### src/rtl/react_pkg.sv
// Shared types and constants for the reaction-time measurement stage.
// Holds the FSM encoding, BCD limits and a 4-digit BCD increment helper.
package react_pkg;

   typedef enum logic [1:0] {
      StIdle   = 2'd0,
      StTiming = 2'd1,
      StDone   = 2'd2
   } state_e;

   localparam int unsigned DIGIT_W    = 4;
   localparam int unsigned NUM_DIGITS = 4;
   localparam int unsigned CNT_W      = DIGIT_W * NUM_DIGITS;

   localparam logic [CNT_W-1:0]   BCD_MAX  = 16'h9999;
   localparam logic [DIGIT_W-1:0] MISS_MAX = 4'hF;

   // Ripple a +1 through the BCD digits; each 9 becomes 0 and carries onward.
   function automatic logic [CNT_W-1:0] bcd_inc(input logic [CNT_W-1:0] v);
      logic [CNT_W-1:0] r;
      logic             carry;
      r     = v;
      carry = 1'b1;
      for (int i = 0; i < int'(NUM_DIGITS); i++) begin
         if (carry) begin
            if (v[i*DIGIT_W +: DIGIT_W] == 4'd9) begin
               r[i*DIGIT_W +: DIGIT_W] = 4'd0;
            end else begin
               r[i*DIGIT_W +: DIGIT_W] = v[i*DIGIT_W +: DIGIT_W] + 4'd1;
               carry                   = 1'b0;
            end
         end
      end
      return r;
   endfunction

endpackage

### src/rtl/bcd4_cnt.sv
// Four-digit BCD up-counter with synchronous clear that saturates at 9999.
// hit_max flags the increment that lands on 9999 so the caller can stop on that edge.
module bcd4_cnt
   import react_pkg::*;
(
   input  logic             clk,
   input  logic             rst_n,
   input  logic             clr,
   input  logic             inc,
   output logic [CNT_W-1:0] count,
   output logic             sat,
   output logic             hit_max
);

   logic [CNT_W-1:0] count_q;
   logic [CNT_W-1:0] count_d;
   logic [CNT_W-1:0] count_inc;

   assign count_inc = bcd_inc(count_q);
   assign sat       = (count_q == BCD_MAX);
   assign hit_max   = inc & ~clr & ~sat & (count_inc == BCD_MAX);
   assign count     = count_q;

   always_comb begin
      count_d = count_q;
      if (clr) begin
         count_d = '0;
      end else if (inc && !sat) begin
         count_d = count_inc;
      end
   end

   always_ff @(posedge clk or negedge rst_n) begin
      if (!rst_n) begin
         count_q <= '0;
      end else begin
         count_q <= count_d;
      end
   end

endmodule

### src/rtl/react_timer.sv
// Reaction-time stage: counts ms from det_start until a lit key is pressed, freezes the
// BCD result on ctrl, pulses det_end, counts wrong-key presses and flags a 9.999 s timeout.
module react_timer
   import react_pkg::*;
#(
   parameter int unsigned CLK_FREQ = 50_000_000,
   parameter int unsigned TICK_HZ  = 1000,
   parameter int unsigned KEY_W    = 8
) (
   input  logic             clk,
   input  logic             rst_n,
   input  logic             restart,
   input  logic             det_start,
   input  logic [KEY_W-1:0] btn_deb,
   input  logic [KEY_W-1:0] bit_sel,
   output logic             det_end,
   output logic [15:0]      ctrl,
   output logic             busy,
   output logic             timeout,
   output logic [3:0]       miss_cnt
);

   localparam int unsigned PRESC_TERM = CLK_FREQ / TICK_HZ - 1;
   localparam int unsigned PRESC_W    = (PRESC_TERM > 0) ? $clog2(PRESC_TERM + 1) : 1;

   state_e             state_q;
   logic [PRESC_W-1:0] presc_q;
   logic [KEY_W-1:0]   key_q;
   logic [KEY_W-1:0]   press;
   logic               hit;
   logic               miss;
   logic               tick;
   logic               ctr_clr;
   logic               ctr_inc;
   logic               ctr_sat;
   logic               ctr_hit_max;

   // Key history tracks btn_deb continuously so a key held across det_start stays silent.
   always_ff @(posedge clk or negedge rst_n) begin
      if (!rst_n) begin
         key_q <= '1;
      end else begin
         key_q <= btn_deb;
      end
   end

   assign press = key_q & ~btn_deb;
   assign hit   = |(press & bit_sel);
   assign miss  = |(press & ~bit_sel);
   assign tick  = (state_q == StTiming) && (presc_q == PRESC_W'(PRESC_TERM));

   // A hit on the tick edge freezes the count before that tick lands.
   assign ctr_clr = restart | (det_start & (state_q != StTiming));
   assign ctr_inc = ~restart & tick & ~hit;

   bcd4_cnt u_bcd4_cnt (
      .clk     (clk),
      .rst_n   (rst_n),
      .clr     (ctr_clr),
      .inc     (ctr_inc),
      .count   (ctrl),
      .sat     (ctr_sat),
      .hit_max (ctr_hit_max)
   );

   always_ff @(posedge clk or negedge rst_n) begin
      if (!rst_n) begin
         state_q  <= StIdle;
         presc_q  <= '0;
         det_end  <= 1'b0;
         busy     <= 1'b0;
         timeout  <= 1'b0;
         miss_cnt <= '0;
      end else if (restart) begin
         state_q  <= StIdle;
         presc_q  <= '0;
         det_end  <= 1'b0;
         busy     <= 1'b0;
         timeout  <= 1'b0;
         miss_cnt <= '0;
      end else begin
         det_end <= 1'b0;
         unique case (state_q)
            StIdle, StDone: begin
               if (det_start) begin
                  state_q  <= StTiming;
                  busy     <= 1'b1;
                  presc_q  <= '0;
                  timeout  <= 1'b0;
                  miss_cnt <= '0;
               end
            end
            StTiming: begin
               if (hit) begin
                  state_q <= StDone;
                  busy    <= 1'b0;
                  det_end <= 1'b1;
               end else if (ctr_hit_max || ctr_sat) begin
                  state_q <= StDone;
                  busy    <= 1'b0;
                  det_end <= 1'b1;
                  timeout <= 1'b1;
               end else begin
                  presc_q <= tick ? '0 : presc_q + 1'b1;
                  if (miss && (miss_cnt != MISS_MAX)) begin
                     miss_cnt <= miss_cnt + 4'd1;
                  end
               end
            end
            default: begin
               state_q <= StIdle;
               busy    <= 1'b0;
            end
         endcase
      end
   end

endmodule

### config.mk
export PLATFORM = sky130hd
export DESIGN_NAME = react_timer
export DESIGN_NICKNAME = d
export VERILOG_FILES = /design/src/rtl/react_pkg.sv /design/src/rtl/bcd4_cnt.sv /design/src/rtl/react_timer.sv
export SDC_FILE = /design/constraint.sdc
export NUM_CORES = 1
export LEC_CHECK = 0
export ABC_AREA = 1
export CAP_MARGIN = 20
export CORE_UTILIZATION = 45
export CTS_CLUSTER_DIAMETER = 60
export DETAILED_ROUTE_END_ITERATION = 7
export PLACE_DENSITY = 0.68
export RECOVER_POWER = 100
export SYNTH_ARGS = -nofsm -noshare
export SYNTH_HDL_FRONTEND = slang
export SYNTH_SLANG_ARGS = --single-unit
### constraint.sdc
create_clock -name clk -period 5.25 [get_ports clk]
set_clock_uncertainty 0.1 [all_clocks]
set_input_delay 1.3125 -clock clk [delete_from_list [all_inputs] [get_ports clk]]
set_output_delay 1.3125 -clock clk [all_outputs]
set_load 0.05 [all_outputs]
==> flow_metrics.py, run 1 <==
metrics = {
    "outcome": {
        "outcome": "finished, violations left",
        "violations": "max-capacitance violations, max-slew violations",
    },
    "clock_network": {
        "hold_buffers": 0,
        "root_buffer": "clkbuf_8",
        "insertion_delay_ns": 0.31,
        "cts_buffer_depth": 2,
        "cts_tree": "yes",
        "cts_made_buffers": 5,
        "post_cts_resized": 0,
        "clk_pin_slew_ns": 0.10,
        "cts.htree.levels": 2,
        "cts_sinks": 49,
        "postCtsSetupRepairBufs": 0,
    },
    "synth": {
        "synth_cell_types": 36,
        "synth_area_per_cell_sq_um": 7.562,
        "async_reset_ff_share_pct": 100.0,
        "synth-edff-count": 0,
        "synthCells": 413,
        "syn_nets": 435,
        "synth-warning-count": 0,
        "ys_ff_latch": 49,
        "syn-cell-area_sq_um": 3123,
        "ys.flop_type": "dfrtp_1",
        "ys_seq_area_share_pct": 39.58,
    },
    "routing": {
        "vias": 2730,
        "drt_iter0_markers": 135,
        "wl_per_cell_um": 12.01,
        "drt_pass1_iterations": 4,
        "antenna_left": 0,
        "vias_per_cell": 5.084,
        "drt-total-wl_um": 6452,
        "drc": 0,
    },
    "finish": {
        "multi_input_area_sq_um": 1518,
        "final_layout_size_suffix_gt1_share_pct": 12.39,
        "antenna_cells": 0,
        "final_cell_mix": "120 x nand2_1, 49 x inv_1, 41 x dfrtp_1",
        "final_common_cell": "nand2_1",
        "seq_area_sq_um": 1236,
        "nets": 481,
        "nFillCells": 600,
        "syn_to_final_growth_pct": 15.95,
    },
    "worst_setup_path": {
        "critPathMostFrequentCell": "nand2_1",
        "crit_path_end_kind": "flip-flop",
        "cp_max_fo": 30,
        "worstPathCellList": "dlygate4sd3_1 -> inv_1 -> nand3_1 -> nand2_1 -> inv_1 -> nand2_1 -> nor2_1 -> nand3_1 -> nor2_1 -> nand4_2 -> nand2_1 -> nand2_1 -> nand2_8 -> nand2_1 -> o21ai_2",
        "cp.required_ns": 5.38,
        "arrival_ns": 4.08,
        "critPathMaxStageDelay_ns": 0.55,
        "path_class": "input port to flip-flop",
        "reg2reg_depth": 15,
        "critPathSlowestCell": "dlygate4sd3_1",
        "startpoint_type": "input port",
    },
    "timing": {
        "tns_ns": 0,
        "finalHoldViolCount": 0,
        "timing.slew.headroom_pct": -78.14,
        "slew_violations": 50,
        "fin_crit_ns": 3.950,
        "max_freq_ghz": 0.2531,
        "rsz0062_at_grt": "no",
        "fin_crit_sh_pct": 75.24,
        "tightest_slew_ns": 2.672,
        "setup_viol": 0,
    },
    "min_path": {
        "whs_path_depth": 2,
        "holdCritPathClass": "flip-flop to flip-flop",
    },
    "power_and_ir_drop": {
        "finalPower_uw": 753.2,
        "power_density_nw_per_um2": 208.0,
        "p_leak_uw": 0.001761,
        "vdd_drop_max_mv": 0.1609,
    },
    "global_routing": {
        "antenna_found_initial": 0,
        "grt_pass1_wl_um": 11470,
        "track_usage_pct": 19.46,
        "first_global_vias": 2549,
        "grt_max_degree": 50,
        "overflow": 0,
    },
    "floorplanning": {
        "fp-row-count": 29,
        "start_util_pct": 47.82,
        "dieWidth_um": 85.31,
        "io_pins": 43,
        "dieHeight_um": 85.31,
        "die-area_sq_um": 7277,
        "core_sq_um": 6531,
    },
    "place": {
        "io_buffers": 42,
        "routabilityCongestion": 0.8118,
        "dpl.hpwl_um": 4729,
    },
    "job": {
        "drv_cap": 1,
    },
}
-- cell type report --
type                            count  share of cell area, %
Sequential cell                    49                  34.14
Clock inverter                      3                  1.279
Tap cell                           77                  2.661
Timing Repair Buffer               44                  11.68
Inverter                           62                  6.427
Multi-Input combinational cell    297                  41.91
Clock buffer                        5                  1.900
-- cells in the mapped netlist, types with 5 or more instances --
| master | instances | area (sq um) |
|---|---|---|
| dfrtp_1 | 41 | 1026 |
| o21ai_2 | 14 | 122.6 |
| a21oi_1 | 5 | 25.02 |
| dfstp_2 | 8 | 210.2 |
| o22ai_1 | 10 | 62.56 |
| inv_2 | 12 | 45.04 |
| o21ai_0 | 20 | 100.1 |
| nor2_1 | 33 | 123.9 |
| nand2_2 | 17 | 106.4 |
| inv_1 | 49 | 183.9 |
| nor3_1 | 5 | 25.02 |
| nand3_1 | 37 | 185.2 |
| nand2_1 | 104 | 390.4 |
| nand4_1 | 18 | 112.6 |
-- power by group --
part | leakage [uW] | internal [uW] | switching (uW)
clock | 0.0000543 | 143 | 137
sequential | 0.000654 | 387 | 5.79
combinational | 0.00105 | 27.0 | 53.7
-- state kept, by name (all words and copies together) (netlist names) --
name	cells
presc_q	16
timeout	1
miss_cnt	4
u_bcd4_cnt.count	16
key_q	8
busy	1
state_q	2
det_end	1
-- per-stage QoR --
stage / setup slack (ns) / hold WS, ns / std cells / utilization (%) / instance area (sq um)
2_1_floorplan: 2.414 / 0.3495 / 413 / - / 3123
3_3_place_gp: 1.634 / 0.3702 / 529 / 54.85 / 3582
3_5_place_dp: 1.593 / 0.3684 / 529 / 54.85 / 3582
4_1_cts: 1.913 / 0.3957 / 537 / 56.61 / 3697
5_1_grt: 1.008 / 0.4150 / 537 / 55.44 / 3621
6_report: 1.300 / 0.3797 / 537 / 55.44 / 3621
-- cells by family after synthesis --
kind of cell	count (synthesis)	synth area share, %
AOI/OAI and AO/OA	56	12.06
xor gates and xnor gates	5	1.402
adders and majority gates	2	0.8012
buffers and inverters	67	9.615
DFF	49	39.58
and+or+nand+nor	234	36.54
-- routing by layer --
layer	part of all wire (%)	GRT usage [%]	up-vias
met1	49	25.93	1237
met3	3.1	3.307	6
met4	1.0	5.606	0
met5	0	0	-
li1	-	-	1444
met2	47	32.70	43
-- worst max-delay path, delay by kind of cell --
kind	cells	cell delay [ns]
AOI/OAI and AO/OA	1	0.06
and+or+nand+nor	11	2.04
buffers and inverters	3	0.65
-- path summary, 6_finish.rpt --
check                           startpoint                  end  slack, ns
max in group asynchronous            rst_n           presc_q[9]       1.70
worst min-delay path                  busy                 busy       0.38
min in group asynchronous            rst_n  u_bcd4_cnt.count[8]       1.84
worst max register to register  presc_q[1]          presc_q[10]       2.42
worst max-delay path            btn_deb[6]          presc_q[10]       1.30
worst min register to register        busy                 busy       0.38
(Power assumes the default switching activity.)
==> run 2: changes to the inputs <==
PLACE_DENSITY = 0.7   (was 0.68)
clock period = 3.4 ns   (was 5.25 ns; I/O delays follow)
==> flow_metrics.py, run 2 (synthesized netlist as in run 1, its figures left out) <==
metrics = {
    "place": {
        "placed_area_sq_um": 3597,
        "routabilityCongestion": 0.8072,
        "dpl.hpwl_um": 4852,
        "io_buffers": 42,
    },
    "worst_setup_path": {
        "critPathSlowestCell": "dlygate4sd3_1",
        "worstPathCellList": "dlygate4sd3_1 -> inv_1 -> nand3_1 -> nand2_1 -> inv_1 -> nand2_1 -> nor2_4 -> nand3_1 -> o21ai_0 -> clkbuf_1 -> o21ai_0",
        "reg2reg_depth": 11,
        "critPathMaxStageDelay_ns": 0.57,
        "cp-startpoint": "btn_deb[7]",
        "reg2reg_to": "u_bcd4_cnt.count[2]",
        "path_class": "input port to flip-flop",
        "arrival_ns": 2.95,
        "reg2reg_slack_ns": 1.01,
        "cp_max_fo": 16,
        "cp.required_ns": 3.46,
        "crit_path_end_kind": "flip-flop",
        "r2r_start": "presc_q[0]",
        "startpoint_type": "input port",
    },
    "outcome": {
        "outcome": "finished, violations left",
        "violations": "max-capacitance violations, max-slew violations",
    },
    "timing": {
        "hold_ws_ns": 0.3932,
        "finalHoldViolCount": 0,
        "fin_crit_sh_pct": 85.10,
        "slew_violations": 31,
        "tightest_slew_ns": 1.606,
        "tns_ns": 0,
        "rsz0062_at_grt": "no",
        "setup_viol": 0,
        "fin_crit_ns": 2.894,
        "timing.slew.headroom_pct": -7.072,
        "max_freq_ghz": 0.3456,
    },
    "finish": {
        "design_area_sq_um": 3682,
        "final_common_cell": "nand2_1",
        "final_layout_size_suffix_gt1_share_pct": 13.39,
        "antenna_cells": 0,
        "nFillCells": 616,
        "final_cell_mix": "118 x nand2_1, 49 x inv_1, 41 x dfrtp_1",
        "syn_to_final_growth_pct": 17.91,
        "nets": 484,
    },
    "clock_network": {
        "post_cts_resized": 0,
        "postCtsSetupRepairBufs": 0,
        "clk_pin_slew_ns": 0.09,
        "insertion_delay_ns": 0.31,
        "cts_tree": "yes",
        "cts.htree.levels": 2,
        "root_buffer": "clkbuf_8",
        "cts_sinks": 49,
        "cts_made_buffers": 5,
        "hold_buffers": 0,
        "cts_buffer_depth": 2,
    },
    "routing": {
        "drt_pass1_iterations": 4,
        "drt-total-wl_um": 6754,
        "drt_iter0_markers": 149,
        "drc": 0,
        "antenna_left": 0,
        "vias": 2802,
        "vias_per_cell": 5.189,
        "wl_per_cell_um": 12.51,
    },
    "floorplanning": {
        "start_util_pct": 47.82,
        "die-area_sq_um": 7277,
        "fp-row-count": 29,
        "dieHeight_um": 85.31,
        "core_sq_um": 6531,
        "io_pins": 43,
        "dieWidth_um": 85.31,
    },
    "power_and_ir_drop": {
        "power_density_nw_per_um2": 335.7,
        "p_leak_uw": 0.001799,
        "vdd_drop_max_mv": 0.2284,
    },
    "min_path": {
        "whs_path_depth": 2,
        "min_to": "busy",
        "holdCritPathClass": "flip-flop to flip-flop",
        "holdCritStartpoint": "busy",
    },
    "global_routing": {
        "first_global_vias": 2693,
        "antenna_found_initial": 0,
        "track_usage_pct": 20.34,
        "grt_pass1_wl_um": 11830,
        "grt_max_degree": 44,
        "overflow": 0,
    },
    "job": {
        "drv_cap": 1,
    },
}
==> run 2: cell types whose count changed in the layout (fill, tap and decap cells not counted), sizes merged <==
cell and delta:
clkbuf +2, buf +1, clkinvlp -1, bufinv +1
==> run 2: worst max path at each step <==
stage	to	slack, ns	cells past startpoint
finish	u_bcd4_cnt.count[2]	0.51	11
floorplan	presc_q[1]	1.03	12
CTS	presc_q[1]	0.61	15
global placement	presc_q[1]	0.36	15
global route	u_bcd4_cnt.count[2]	0.23	11
detailed placement	presc_q[1]	0.28	15
==> run 2: power by group <==
part / leakage [uW] / internal [uW] / switching [uW] / total [uW]
logic: 0.00108 / 45.1 / 85.6 / 131
clock network: 0.0000681 / 292 / 207 / 499
registers: 0.000654 / 597 / 9.12 / 606
total: 0.00180 / 934 / 302 / 1240
==> run 2: worst max-delay path, delay by kind of cell <==
kind / cells / cell delay, ns
buf+inv: 4 / 1.25
compound gates: 2 / 0.35
simple gates: 5 / 0.49
==> run 2: layout make-up <==
cell class / count / area [sq um] / area share (%)
Clock buffer: 5 / 68.82 / 1.869
Clock inverter: 3 / 65.06 / 1.767
Inverter: 62 / 232.7 / 6.320
Multi-Input combinational cell: 297 / 1543 / 41.90
Sequential cell: 49 / 1236 / 33.57
Tap cell: 77 / 96.34 / 2.616
Timing Repair Buffer: 47 / 440.4 / 11.96
==> run 2: per-layer routing <==
metal | global-route usage, % | routed length (um) | up-vias
li1 | - | - | 1453
met1 | 24.86 | 3192 | 1299
met2 | 36.88 | 3301 | 44
met3 | 4.377 | 206 | 6
met4 | 4.394 | 54 | 0
met5 | 0 | 0 | -
==> run 2: metrics by stage <==
stage	instances	worst slack [ns]	total power (uW)	util, %
after floorplan	413	1.027	710.5	-
after global placement	531	0.3612	756.8	55.08
after detailed placement	531	0.2836	758.8	55.08
after CTS	539	0.6058	1259	57.13
after global routing	540	0.2323	1295	56.38
final	540	0.5065	1236	56.38
==> run 3: changes to the inputs <==
CORE_ASPECT_RATIO = 0.9   (was default)
CORE_UTILIZATION = 50   (was 45)
CTS_CLUSTER_SIZE = 25   (was default)
PLACE_DENSITY = 0.77   (was 0.7)
==> flow_metrics.py, run 3 (synthesized netlist as in run 1, its figures left out) <==
metrics = {
    "global_routing": {
        "antenna_found_initial": 0,
        "overflow": 0,
        "grt_pass1_wl_um": 11630,
        "grt_max_degree": 31,
        "track_usage_pct": 22.09,
        "first_global_vias": 2658,
    },
    "routing": {
        "drc": 0,
        "drt-total-wl_um": 6646,
        "drt_iter0_markers": 145,
        "antenna_left": 0,
        "vias": 2781,
        "drt_pass1_iterations": 4,
        "vias_per_cell": 5.218,
        "wl_per_cell_um": 12.47,
    },
    "timing": {
        "fin_crit_sh_pct": 85.68,
        "finalHoldViolCount": 0,
        "tns_ns": 0,
        "setup_viol": 0,
        "tightest_slew_ns": 1.138,
        "fin_crit_ns": 2.913,
        "max_freq_ghz": 0.3433,
        "rsz0062_at_grt": "no",
        "slew_violations": 0,
        "timing.slew.headroom_pct": 24.17,
    },
    "finish": {
        "final_common_cell": "nand2_1",
        "final_cell_mix": "118 x nand2_1, 49 x inv_1, 41 x dfrtp_1",
        "antenna_cells": 0,
        "syn_to_final_growth_pct": 16.99,
        "nets": 484,
        "final_layout_size_suffix_gt1_share_pct": 13.17,
        "utilization_pct": 62.39,
    },
    "worst_setup_path": {
        "crit_path_end_kind": "flip-flop",
        "cp.required_ns": 3.52,
        "arrival_ns": 3.03,
        "critPathSlowestCell": "dlygate4sd3_1",
        "worstPathCellList": "dlygate4sd3_1 -> inv_1 -> nand3_1 -> nand2_1 -> inv_1 -> nand2_1 -> nor2_4 -> nand3_1 -> nor2_4 -> nand4_1 -> nand2_1 -> nand2_4 -> nand2_8 -> nand2_1 -> o21ai_0",
        "critPathMaxStageDelay_ns": 0.56,
        "startpoint_type": "input port",
        "reg2reg_slack_ns": 1.01,
        "cp_max_fo": 30,
        "critPathTopFamily": "simple AND/OR/NAND/NOR gates",
        "path_class": "input port to flip-flop",
        "path_buf_inv": 3,
        "critPathMostFrequentCell": "nand2_1",
    },
    "floorplanning": {
        "io_pins": 43,
        "dieWidth_um": 85.31,
        "core_sq_um": 5856,
        "dieHeight_um": 76.98,
        "fp-row-count": 26,
        "start_util_pct": 53.33,
        "die-area_sq_um": 6566,
    },
    "outcome": {
        "outcome": "finished clean",
    },
    "place": {
        "routabilityCongestion": 0.8001,
        "dpl.hpwl_um": 4918,
        "io_buffers": 42,
    },
    "clock_network": {
        "cts_made_buffers": 5,
        "cts_buffer_depth": 2,
        "hold_buffers": 0,
        "post_cts_resized": 0,
        "cts.htree.levels": 2,
        "insertion_delay_ns": 0.32,
        "cts_tree": "yes",
        "cts_sinks": 49,
        "root_buffer": "clkbuf_8",
        "clk_pin_slew_ns": 0.09,
        "postCtsSetupRepairBufs": 0,
    },
    "power_and_ir_drop": {
        "p_sw_share_pct": 25.26,
        "p_comb_share_pct": 11.1,
        "power_density_nw_per_um2": 322.8,
        "vdd_drop_max_mv": 0.2165,
        "seqPwrFrac_pct": 51.4,
        "clkPwrFrac_pct": 37.5,
        "p_leak_uw": 0.001779,
        "internal_power_uw": 881.4,
        "power.switching_uw": 297.9,
    },
    "min_path": {
        "holdCritPathClass": "flip-flop to flip-flop",
    },
    "job": {
        "drv_cap": 0,
    },
}
-- run 3: cell types whose count changed in the layout (fill, tap and decap cells not counted) --
cell / change
bufinv_16: -1
clkbuf_8: +1
clkinv_2: -1
clkinvlp_4: +1
nand4_1: +1
nand4_2: -1
-- run 3: worst reg2reg max path: cells and delay by family (launching register included) --
family          cells  cell delay (ns)
simple gates       12             1.49
flops               1             0.38
fa+ha+maj           1             0.18
compound gates      1             0.09
buf+inv             1             0.07
-- run 3: path summary, 6_finish.rpt --
kind,from,endpoint,cells after the start
setup / recovery,btn_deb[7],presc_q[1],15
hold / removal,busy,busy,2
setup reg to reg,presc_q[0],presc_q[1],15
hold reg to reg,busy,busy,2
max in group asynchronous,rst_n,presc_q[14],2
min in group asynchronous,rst_n,u_bcd4_cnt.count[11],1
-- run 3: layer usage --
| metal | track usage, % | vias up | share of wire [%] |
|---|---|---|---|
| met5 | 0 | - | 0 |
| met4 | 5.333 | 0 | 0.87 |
| met3 | 4.952 | 6 | 3.8 |
| met2 | 37.50 | 49 | 47 |
| met1 | 28.68 | 1279 | 48 |
| li1 | - | 1447 | - |
-- run 3: power groups by stage --
stage	clock network, uW	logic [uW]	registers [uW]
finish	442	131	606
global route	478	146	608
floorplan	0	83.8	627
CTS	454	142	606
detailed placement	0	142	617
global placement	0	139	617
-- run 3: through the flow --
step | hold WS [ns] | cell area, sq um | instances | setup slack, ns | total power, uW
6_report | 0.3825 | 3654 | 533 | 0.4869 | 1179
5_1_grt | 0.4093 | 3654 | 533 | 0.2243 | 1232
4_1_cts | 0.3092 | 3716 | 533 | 0.5807 | 1203
3_5_place_dp | 0.3707 | 3596 | 525 | 0.2866 | 759.3
3_3_place_gp | 0.3687 | 3596 | 525 | 0.3595 | 756.3
2_1_floorplan | 0.3495 | 3123 | 413 | 1.027 | 710.5
-- run 3: cell type report --
type	instances	area, sq um
fill	519	2202
multi-input combinational	297	1536
sequential	49	1236
timing repair buffer	47	440.4
inverter	62	232.7
tap	70	87.58
clock buffer	6	82.58
clock inverter	2	37.54
